===== config.mk =====
export PLATFORM = sky130hd
export DESIGN_NAME = branch_verify_unit
export DESIGN_NICKNAME = d
export VERILOG_FILES = /design/src/rtl/branch_verify_unit_pkg.sv /design/src/rtl/bvu_update_fifo.sv /design/src/rtl/branch_verify_unit.sv
export SDC_FILE = /design/constraint.sdc
export NUM_CORES = 1
export LEC_CHECK = 0
export ABC_AREA = 1
export BUFFER_PORTS_ARGS = -buffer_cell sky130_fd_sc_hd__buf_2
export CORE_MARGIN = 3
export CORE_UTILIZATION = 51
export DETAILED_ROUTE_END_ITERATION = 12
export GPL_TIMING_DRIVEN = 1
export HOLD_SLACK_MARGIN = 0.08
export PLACE_DENSITY = 0.74
export SLEW_MARGIN = 20
export SYNTH_ARGS = -nofsm -noshare
export SYNTH_HDL_FRONTEND = slang
export SYNTH_SLANG_ARGS = --single-unit
export TNS_END_PERCENT = 10

===== constraint.sdc =====
create_clock -name clk -period 13.6 [get_ports clk]
set_input_delay 2.72 -clock clk [delete_from_list [all_inputs] [get_ports clk]]
set_output_delay 2.72 -clock clk [all_outputs]
set_load 0.03 [all_outputs]

===== src/rtl/branch_verify_unit_pkg.sv =====
// Shared CPU types for branch verification: retire info, predictor update record and FSM state.
package branch_verify_unit_pkg;

  localparam int unsigned XLEN  = 32;
  localparam int unsigned GHR_W = 8;
  localparam int unsigned LOC_W = 4;

  typedef enum logic [2:0] {
    BrNone = 3'd0,
    BrCond = 3'd1,
    BrJump = 3'd2,
    BrCall = 3'd3,
    BrRet  = 3'd4
  } BranchType_E;

  typedef enum logic [0:0] {
    StIdle  = 1'b0,
    StCheck = 1'b1
  } bvu_state_e;

  typedef struct packed {
    logic [1:0]       Counter;
    logic [GHR_W-1:0] GHR;
    logic [GHR_W-1:0] Recover_GHR;
    logic [1:0]       CPHT;
    logic [XLEN-1:0]  Predict_Target;
    logic [LOC_W-1:0] Predict_Location;
    BranchType_E      Predict_BranchType;
  } Predict_Branch_S;

  typedef struct packed {
    logic            valid;
    logic [XLEN-1:0] pc;
    logic [XLEN-1:0] true_pc;
    logic            true_branch;
    BranchType_E     branch_type;
    logic            update_true_pc;
    Predict_Branch_S bp_info;
  } bru_info;

  typedef struct packed {
    logic             PC_Vaild;
    logic             PC_Taken;
    logic             PC_MissPredict;
    logic [XLEN-1:0]  Update_PC;
    logic [LOC_W-1:0] Update_Location;
    logic [XLEN-1:0]  Update_Target;
    BranchType_E      Update_BranchType;
    logic [1:0]       Counter;
    logic [GHR_W-1:0] GHR;
    logic [GHR_W-1:0] Recover_GHR;
    logic [1:0]       CPHT;
    logic [XLEN-1:0]  Predict_Target;
    logic [LOC_W-1:0] Predict_Location;
    BranchType_E      Predict_BranchType;
  } Update_Branch_S;

  // Retire record held in CHECK while waiting for the next group's PC.
  typedef struct packed {
    logic [XLEN-1:0] pc;
    logic [XLEN-1:0] true_pc;
    logic            true_branch;
    BranchType_E     branch_type;
    logic            update_true_pc;
    logic            is_branch;
    Predict_Branch_S bp_info;
  } bvu_saved_t;

  function automatic Update_Branch_S bvu_build_update(input bvu_saved_t      s,
                                                     input logic            miss,
                                                     input logic [XLEN-1:0] off_mask,
                                                     input logic            train_all);
    Update_Branch_S u;
    u                 = '0;
    u.PC_Vaild        = s.is_branch | train_all;
    u.Update_PC       = s.pc & ~off_mask;
    u.Update_Location = LOC_W'((s.pc & off_mask) >> 2);
    if (s.update_true_pc) begin
      u.PC_Taken       = s.true_branch;
      u.PC_MissPredict = miss;
      u.Update_Target  = s.true_pc;
    end else begin
      // No resolved target: train as a not-taken fall-through and force a correction.
      u.PC_Taken       = 1'b0;
      u.PC_MissPredict = 1'b1;
      u.Update_Target  = s.pc + XLEN'(4);
    end
    u.Update_BranchType  = s.branch_type;
    u.Counter            = s.bp_info.Counter;
    u.GHR                = s.bp_info.GHR;
    u.Recover_GHR        = s.bp_info.Recover_GHR;
    u.CPHT               = s.bp_info.CPHT;
    u.Predict_Target     = s.bp_info.Predict_Target;
    u.Predict_Location   = s.bp_info.Predict_Location;
    u.Predict_BranchType = s.bp_info.Predict_BranchType;
    return u;
  endfunction

endpackage


===== src/rtl/bvu_update_fifo.sv =====
// Predictor-update queue: power-of-two depth, full-with-pop accepts a push, reset drops contents.
module bvu_update_fifo #(
  parameter int unsigned Depth = 4,
  parameter type         rec_t = logic
) (
  input  logic clk_i,
  input  logic rst_ni,
  input  logic push_i,
  input  rec_t data_i,
  input  logic pop_i,
  output logic valid_o,
  output logic full_o,
  output logic accept_o,
  output rec_t data_o
);

  localparam int unsigned PtrW = (Depth > 1) ? $clog2(Depth) : 1;

  logic [PtrW-1:0] wptr_q, wptr_d;
  logic [PtrW-1:0] rptr_q, rptr_d;
  logic [PtrW:0]   count_q, count_d;
  rec_t            mem_q [Depth];
  logic            do_push, do_pop;

  always_comb begin
    valid_o  = (count_q != '0);
    full_o   = (count_q == (PtrW + 1)'(Depth));
    do_pop   = pop_i & valid_o;
    do_push  = push_i & (~full_o | do_pop);
    accept_o = do_push;
    data_o   = mem_q[rptr_q];

    wptr_d  = wptr_q;
    rptr_d  = rptr_q;
    count_d = count_q;
    if (do_push) wptr_d = wptr_q + PtrW'(1);
    if (do_pop)  rptr_d = rptr_q + PtrW'(1);
    unique case ({do_push, do_pop})
      2'b10:   count_d = count_q + (PtrW + 1)'(1);
      2'b01:   count_d = count_q - (PtrW + 1)'(1);
      default: count_d = count_q;
    endcase
  end

  always_ff @(posedge clk_i or negedge rst_ni) begin
    if (!rst_ni) begin
      wptr_q  <= '0;
      rptr_q  <= '0;
      count_q <= '0;
    end else begin
      wptr_q  <= wptr_d;
      rptr_q  <= rptr_d;
      count_q <= count_d;
    end
  end

  // Storage needs no reset: pointers alone define what is valid.
  always_ff @(posedge clk_i) begin
    if (do_push) mem_q[wptr_q] <= data_i;
  end

endmodule


===== src/rtl/branch_verify_unit.sv =====
// Checks each retired group's PC against the saved record's true target, raises a flush on
// mismatch, and queues predictor updates with performance counters.
module branch_verify_unit
  import branch_verify_unit_pkg::*;
#(
  parameter int unsigned NUM_WAYS    = 2,
  parameter int unsigned UPD_DEPTH   = 4,
  parameter int unsigned FETCH_BYTES = 8,
  parameter int unsigned CNT_W       = 32,
  parameter bit          TRAIN_ALL   = 1'b0
) (
  input  logic             clk,
  input  logic             resetn,
  input  logic             stall,
  input  bru_info          way_info [NUM_WAYS],
  output logic             bp_fail,
  output logic             upd_valid,
  input  logic             upd_ready,
  output Update_Branch_S   upd_data,
  input  logic             cnt_clear,
  output logic [CNT_W-1:0] cnt_total,
  output logic [CNT_W-1:0] cnt_miss,
  output logic [CNT_W-1:0] cnt_drop
);

  localparam int unsigned     IdxW    = (NUM_WAYS > 1) ? $clog2(NUM_WAYS) : 1;
  localparam logic [XLEN-1:0] OffMask = XLEN'(FETCH_BYTES - 1);

  bvu_state_e      state_q, state_d;
  bvu_saved_t      saved_q, saved_d;
  logic [CNT_W-1:0] cnt_total_q, cnt_total_d;
  logic [CNT_W-1:0] cnt_miss_q, cnt_miss_d;
  logic [CNT_W-1:0] cnt_drop_q, cnt_drop_d;

  logic            any_valid, found_br, active, check;
  logic [IdxW-1:0] hi_idx, br_idx, cap_idx;
  logic [XLEN-1:0] first_pc;
  bvu_saved_t      captured;
  Update_Branch_S  upd_rec;
  logic            fifo_full, fifo_accept, upd_pop, push;
  logic            total_inc, miss_inc, drop_inc;

  // Group decode; the descending scan lets the lowest matching way win.
  always_comb begin
    any_valid = 1'b0;
    found_br  = 1'b0;
    hi_idx    = '0;
    br_idx    = '0;
    first_pc  = '0;
    for (int i = int'(NUM_WAYS) - 1; i >= 0; i--) begin
      if (way_info[i].valid) begin
        if (!any_valid) hi_idx = IdxW'(i);
        any_valid = 1'b1;
        first_pc  = way_info[i].pc;
        if (way_info[i].branch_type != BrNone) begin
          found_br = 1'b1;
          br_idx   = IdxW'(i);
        end
      end
    end
    cap_idx = found_br ? br_idx : hi_idx;
  end

  always_comb begin
    captured                = '0;
    captured.pc             = way_info[cap_idx].pc;
    captured.true_pc        = way_info[cap_idx].true_pc;
    captured.true_branch    = way_info[cap_idx].true_branch;
    captured.branch_type    = way_info[cap_idx].branch_type;
    captured.update_true_pc = way_info[cap_idx].update_true_pc;
    captured.is_branch      = (way_info[cap_idx].branch_type != BrNone);
    captured.bp_info        = way_info[cap_idx].bp_info;
  end

  always_comb begin
    active  = ~stall & any_valid;
    check   = (state_q == StCheck) & active;
    bp_fail = check & (first_pc != saved_q.true_pc);
    push    = check;
    upd_rec = bvu_build_update(saved_q, bp_fail, OffMask, TRAIN_ALL);

    state_d = state_q;
    saved_d = saved_q;
    if (bp_fail) begin
      // Group is on the wrong path: drop it and wait for the redirected stream.
      state_d = StIdle;
    end else if (active) begin
      state_d = StCheck;
      saved_d = captured;
    end
  end

  always_ff @(posedge clk or negedge resetn) begin
    if (!resetn) begin
      state_q <= StIdle;
      saved_q <= '0;
    end else begin
      state_q <= state_d;
      saved_q <= saved_d;
    end
  end

  assign upd_pop = upd_valid & upd_ready;

  bvu_update_fifo #(
    .Depth (UPD_DEPTH),
    .rec_t (Update_Branch_S)
  ) u_update_fifo (
    .clk_i    (clk),
    .rst_ni   (resetn),
    .push_i   (push),
    .data_i   (upd_rec),
    .pop_i    (upd_pop),
    .valid_o  (upd_valid),
    .full_o   (fifo_full),
    .accept_o (fifo_accept),
    .data_o   (upd_data)
  );

  function automatic logic [CNT_W-1:0] sat_inc(input logic [CNT_W-1:0] v, input logic en);
    return (en && (v != '1)) ? v + CNT_W'(1) : v;
  endfunction

  always_comb begin
    total_inc   = fifo_accept & saved_q.is_branch;
    miss_inc    = total_inc & upd_rec.PC_MissPredict;
    drop_inc    = push & ~fifo_accept;
    cnt_total_d = cnt_clear ? '0 : sat_inc(cnt_total_q, total_inc);
    cnt_miss_d  = cnt_clear ? '0 : sat_inc(cnt_miss_q, miss_inc);
    cnt_drop_d  = cnt_clear ? '0 : sat_inc(cnt_drop_q, drop_inc);
  end

  always_ff @(posedge clk or negedge resetn) begin
    if (!resetn) begin
      cnt_total_q <= '0;
      cnt_miss_q  <= '0;
      cnt_drop_q  <= '0;
    end else begin
      cnt_total_q <= cnt_total_d;
      cnt_miss_q  <= cnt_miss_d;
      cnt_drop_q  <= cnt_drop_d;
    end
  end

  assign cnt_total = cnt_total_q;
  assign cnt_miss  = cnt_miss_q;
  assign cnt_drop  = cnt_drop_q;

endmodule


# Word-level counts from Yosys, hierarchy flattened
# Memories as Yosys holds them, arrays and structs flattened.
# Cells that the tools add are included.
# totals
register_bits	233
latchBits	0
mem_bits_rw	508
rom_bits	0
input_bits	263
elab_cells	94
mem_count	1
# mem_list
memory	depth	word_bits	read_ports	rd_clocked_by_memory_dff	wr	line_no	rtl
u_update_fifo.mem_q	4	127	1	0	1	bvu_update_fifo.sv:22	rec_t mem_q [Depth];
# classes
add_sub_neg	8
n_mul	0
n_div	0
n_lt_le_gt_ge	1
eq_ne	7
shifts	0
mux	29
n_bitwise	15
reduce_logical	13
# ops
op	count
$mux 128	3
$mux 32	9
$add 32x1->32 const B	3
$ne 32x32->1 const B	3
$add 32x3->32 const B	1
$ne 32x32->1	1
$mux 1	15
$reduce_bool 3->1	4
$reduce_bool 2->1	5
$and 1x1->1	9
$pmux 3 s2	1
$add 2x1->2 const B	2
$not 1->1	4
$add 3x1->3 const B	1
$eq 3x3->1 const B	1
$logic_and 1x1->1	3
$sub 3x1->3 const B	1
$eq 2x1->1 const B	1
$eq 2x2->1 const B	1
$ge 2x2->1 const B	1
$mux 2	1
$not 1->2	1
$reduce_and 2->1	1
$or 1x1->1	1

# Longest topological paths before layout
# logic_depth
depth_word	11
ltp_mapped	20
ltp_nobuf	16

# Hierarchy
# From an unflattened synthesis, not the netlist that was laid out.
# hier_totals
cells_unflattened	3282
hier_area_um2	34445.5
# by_module_without_submodules
mod	instances	cells_each	area_each_um2
bvu_update_fifo	1	1343	20189.4
branch_verify_unit	1	1939	14256.2

# Least setup slack after synthesis
# Ideal clock, no wire load.
# synth_timing
path_kind	input-to-reg
from	input port way_info[257] in the netlist's numbering
to	memory u_update_fifo.mem_q[0][0] in the netlist's numbering, enable pin
setup_time_ps	615
arrival_time_ps	8880
setup_slack_ps	4105
cell_stages	8
cell_sequence	buf_4 > inv_4 > buf_4 > a21oi_4 > nand2_1 > inv_2 > nand2_2 > nor2_1
# synth_between
elab_chain_len	6
# synth_rtl
element	line_no	rtl
start, declared	branch_verify_unit.sv:15	input bru_info way_info [NUM_WAYS],
$mux 1	branch_verify_unit.sv:51	if (way_info[i].valid) begin
$and 1x1->1	branch_verify_unit.sv:76	active = ~stall & any_valid;
$and 1x1->1	branch_verify_unit.sv:77	check = (state_q == StCheck) & active;
$and 1x1->1	bvu_update_fifo.sv:29	do_push = push_i & (~full_o | do_pop);
$mux 1	bvu_update_fifo.sv:59	if (do_push) mem_q[wptr_q] <= data_i;
$mux 1 (not written as such)	bvu_update_fifo.sv:59	
end, declared	bvu_update_fifo.sv:22	
# No other way between the ends.

# Final worst setup path
# layout_timing
from	input port way_info[257] in the netlist's numbering
to	output port bp_fail
# layout_between
elab_chain_len	4
# layout_rtl
element	line_no	rtl
parallel branches: the longest is 3 deep, another holds $mux 32	--	
$and 1x1->1 (*)	branch_verify_unit.sv:78	bp_fail = check & (first_pc != saved_q.true_pc);
end, declared	branch_verify_unit.sv:16	output logic bp_fail,
# Mark *: on every way between the ends.

==> results.cfg <==
[clocking]
clockBufferDepth = 3
post_cts.repair.setup_buffers = 0
cts-root-buf = clkbuf_16
cts_buffers = 77
clk_pin_slew_worst_paths_ns = 0.06
cts_tree = built
insertion_delay_ns = 0.62
clkSinkCount = 741
cts_resized = 0
h-tree-depth = 3
ctsHoldBuffers = 0

[power]
p_seq_share_pct = 39.4
p_comb_share_pct = 31.7
p_clk_share_pct = 28.9
p_int_mw = 4.68
ir_drop_v = 0.000205
p_leak_nw = 16.0
switching_share_pct = 37.9
netSwitchingPower_mw = 2.85
powerDensity_mw_per_mm2 = 194

[logic_synthesis]
synth_area_per_cell_um2 = 10.4
ys_warn_count = 0
synth_cell_type_count = 43
yosys.area.top_type = edfxtp_1
synth_area_leaders = edfxtp_1 (46%), dfrtp_1 (18%), nand2_1 (7.5%)
ys.flop_type = edfxtp_1
synth_top_area_share_pct = 45.9
synth_common_cells = nand2_1 (660), edfxtp_1 (508), nor2_1 (389)
synthCells = 3191
synth.cell_area_mm2 = 0.0332
synth-edff-count = 508
synthArstFlopShare_pct = 31.4
synth_most_common_cell = nand2_1
synth_seq_cells = 741
yosysSeqAreaShare_pct = 63.5

[worst_setup_path]
critPathCaptureType = output pin
startpoint_type = primary input
startpoint = way_info[257]
cp_max_fo = 35
arrival_ns = 4.83
worstSetupPathType = primary input to output pin
crit_slowest_cell = buf_2
r2r-start = saved_q[93]$_DFFE_PN0P_
cpPeakStageDelay_ns = 0.66
cp_common_cell = nand2_1
path_cells = buf_2 > inv_4 > nand3_1 > nand2_1 > nand2_1 > nand2_1 > inv_1 > nand2_1 > nor2_1 > nand2_1 > nor2_1 > nand2_1 > nand2_2 > inv_1 > buf_2
critical_path_required_ns = 10.88

[drt]
dr.pass1.iters = 5
via_per_inst = 5.64
drc = 0
wl_per_cell_um = 21.4
wl_um = 97200
first_iter_violations = 2308
ant_nets = 0
vias = 25600

[final_layout]
drive_gt1_share_pct = 21.3
final_core_util_pct = 61.0
post_layout_nonfiller_instances = 4542
area.growth.synth_to_final_pct = 17.0
nNetsFinal = 3882
fill_cells = 5225

[floorplan]
die_h_um = 261
num_rows = 92
core_mm2 = 0.0638
ios = 494
initial_core_util_pct = 52.1
dieArea_mm2 = 0.0682
dieWidth_um = 261

[min_path]
min_from = saved_q[98]$_DFFE_PN0P_
worstHoldPathType = flop to flop

[global_route]
grt_usage_pct = 27.6
grt_max_degree = 204
grt_pass1_vias = 23600
grt_overflow = 0
antenna_found_initial = 39
grt_pass1_wl_um = 142000

[sta]
slew_viol_final = 0
tns_ns = 0
fin_crit_ns = 7.55
fin_skew_ns = 0.0268
rsz0062_at_grt = no
finalSetupViolCount = 0
fin_crit_sh_pct = 55.5
slew_headroom_pct = 25.5
worstMarginPinSlew_ns = 1.12
final-hold-violation-count = 0
clock.fmax_ghz = 0.132

[run_status]
status = finished, final reports clean

[placement]
io_buffers = 487
dp_cells = 4376
place.gp.congestion = 0.955
hpwl_um = 63400

[run]
cap_violations = 0
## critical path, delay by kind of cell
kind / cells / cell delay, ns
and+or+nand+nor: 10 / 0.81
buffers and inverters: 5 / 1.28
## power groups by stage
stage	Sequential, mW	Combinational (mW)	Clock (mW)
6_report	2.97	2.38	2.17
5_1_grt	2.99	2.56	2.29
4_1_cts	2.96	2.41	2.20
3_5_place_dp	3.01	2.40	0
3_3_place_gp	3.00	2.38	0
2_1_floorplan	2.93	1.61	0
## worst paths after layout
kind	cells past startpoint	to	slack, ns
min reg2reg	2	saved_q[98]$_DFFE_PN0P_	0.49
min in group asynchronous	1	cnt_miss[0]$_DFFE_PN0P_	2.13
max	15	bp_fail	6.05
max in group asynchronous	2	saved_q[5]$_DFFE_PN0P_	10.15
min	2	saved_q[98]$_DFFE_PN0P_	0.49
max reg2reg	14	saved_q[69]$_DFFE_PN0P_	10.20
## placed cells by master, fill, tap and decap left out, types with 11 or more instances in the layout
cell type	netlist	layout
bufinv_16	0	11
nand3_1	133	133
xnor2_1	11	11
nand4_1	74	74
nor3_1	42	42
diode_2	0	23
nand2_1	660	659
nor2_1	389	385
nor4_1	17	17
inv_1	171	169
xor2_1	41	41
o21ai_1	31	31
a21oi_1	53	53
o21ai_0	353	352
mux2_2	126	126
clkinv_2	0	15
dfrtp_1	233	231
buf_2	17	486
buf_4	12	17
o22ai_1	132	132
clkbuf_1	123	13
edfxtp_1	508	508
clkbuf_16	0	77
## stage by stage
stage	hold slack, ns	instance area, um^2	worst slack (ns)	total power [mW]
final	0.488	38900	6.05	7.53
after global routing	0.502	38800	5.90	7.85
after floorplan	0.449	33200	4.10	4.55
after CTS	0.486	38800	6.10	7.58
after detailed placement	0.471	36200	6.10	5.41
after global placement	0.463	36200	6.12	5.37
## layout make-up
class | count | area [um^2] | share of cell area [%]
Antenna cell | 23 | 57.6 | 0.148
Clock buffer | 99 | 2100 | 5.40
Clock inverter | 43 | 531 | 1.36
Inverter | 177 | 682 | 1.75
Multi-Input combinational cell | 2105 | 10700 | 27.5
Sequential cell | 741 | 21100 | 54.3
Tap cell | 846 | 1060 | 2.72
Timing Repair Buffer | 508 | 2660 | 6.85
## sequential cells by signal, indices dropped and copies added (netlist names)
register,cells
saved_q,129
u_update_fifo.rptr_q,2
u_update_fifo.mem_q,508
u_update_fifo.count_q,3
state_q,1
cnt_drop,32
cnt_miss,32
u_update_fifo.wptr_q,2
cnt_total,32
## kinds of logic after synthesis
kind of cell,count (synthesis),synth area share [%]
XOR/XNOR,52,1.37
flip-flops,741,63.5
AND/OR/NAND/NOR,1329,16.6
AO/OA/AOI/OAI,583,9.41
adder cells (fa/ha/maj),9,0.362
multiplexers,126,4.27
buffers and inverters,350,4.53
other,1,0.0113
## routing by layer
layer | up-vias | GRT usage (%) | part of all wire (%)
li1 | 12000 | - | -
met1 | 12300 | 35.6 | 38
met2 | 1090 | 46.0 | 49
met3 | 189 | 6.72 | 9.3
met4 | 36 | 9.42 | 3.1
met5 | - | 0 | 0.24
No activity file was read; power rests on OpenSTA's default activity.
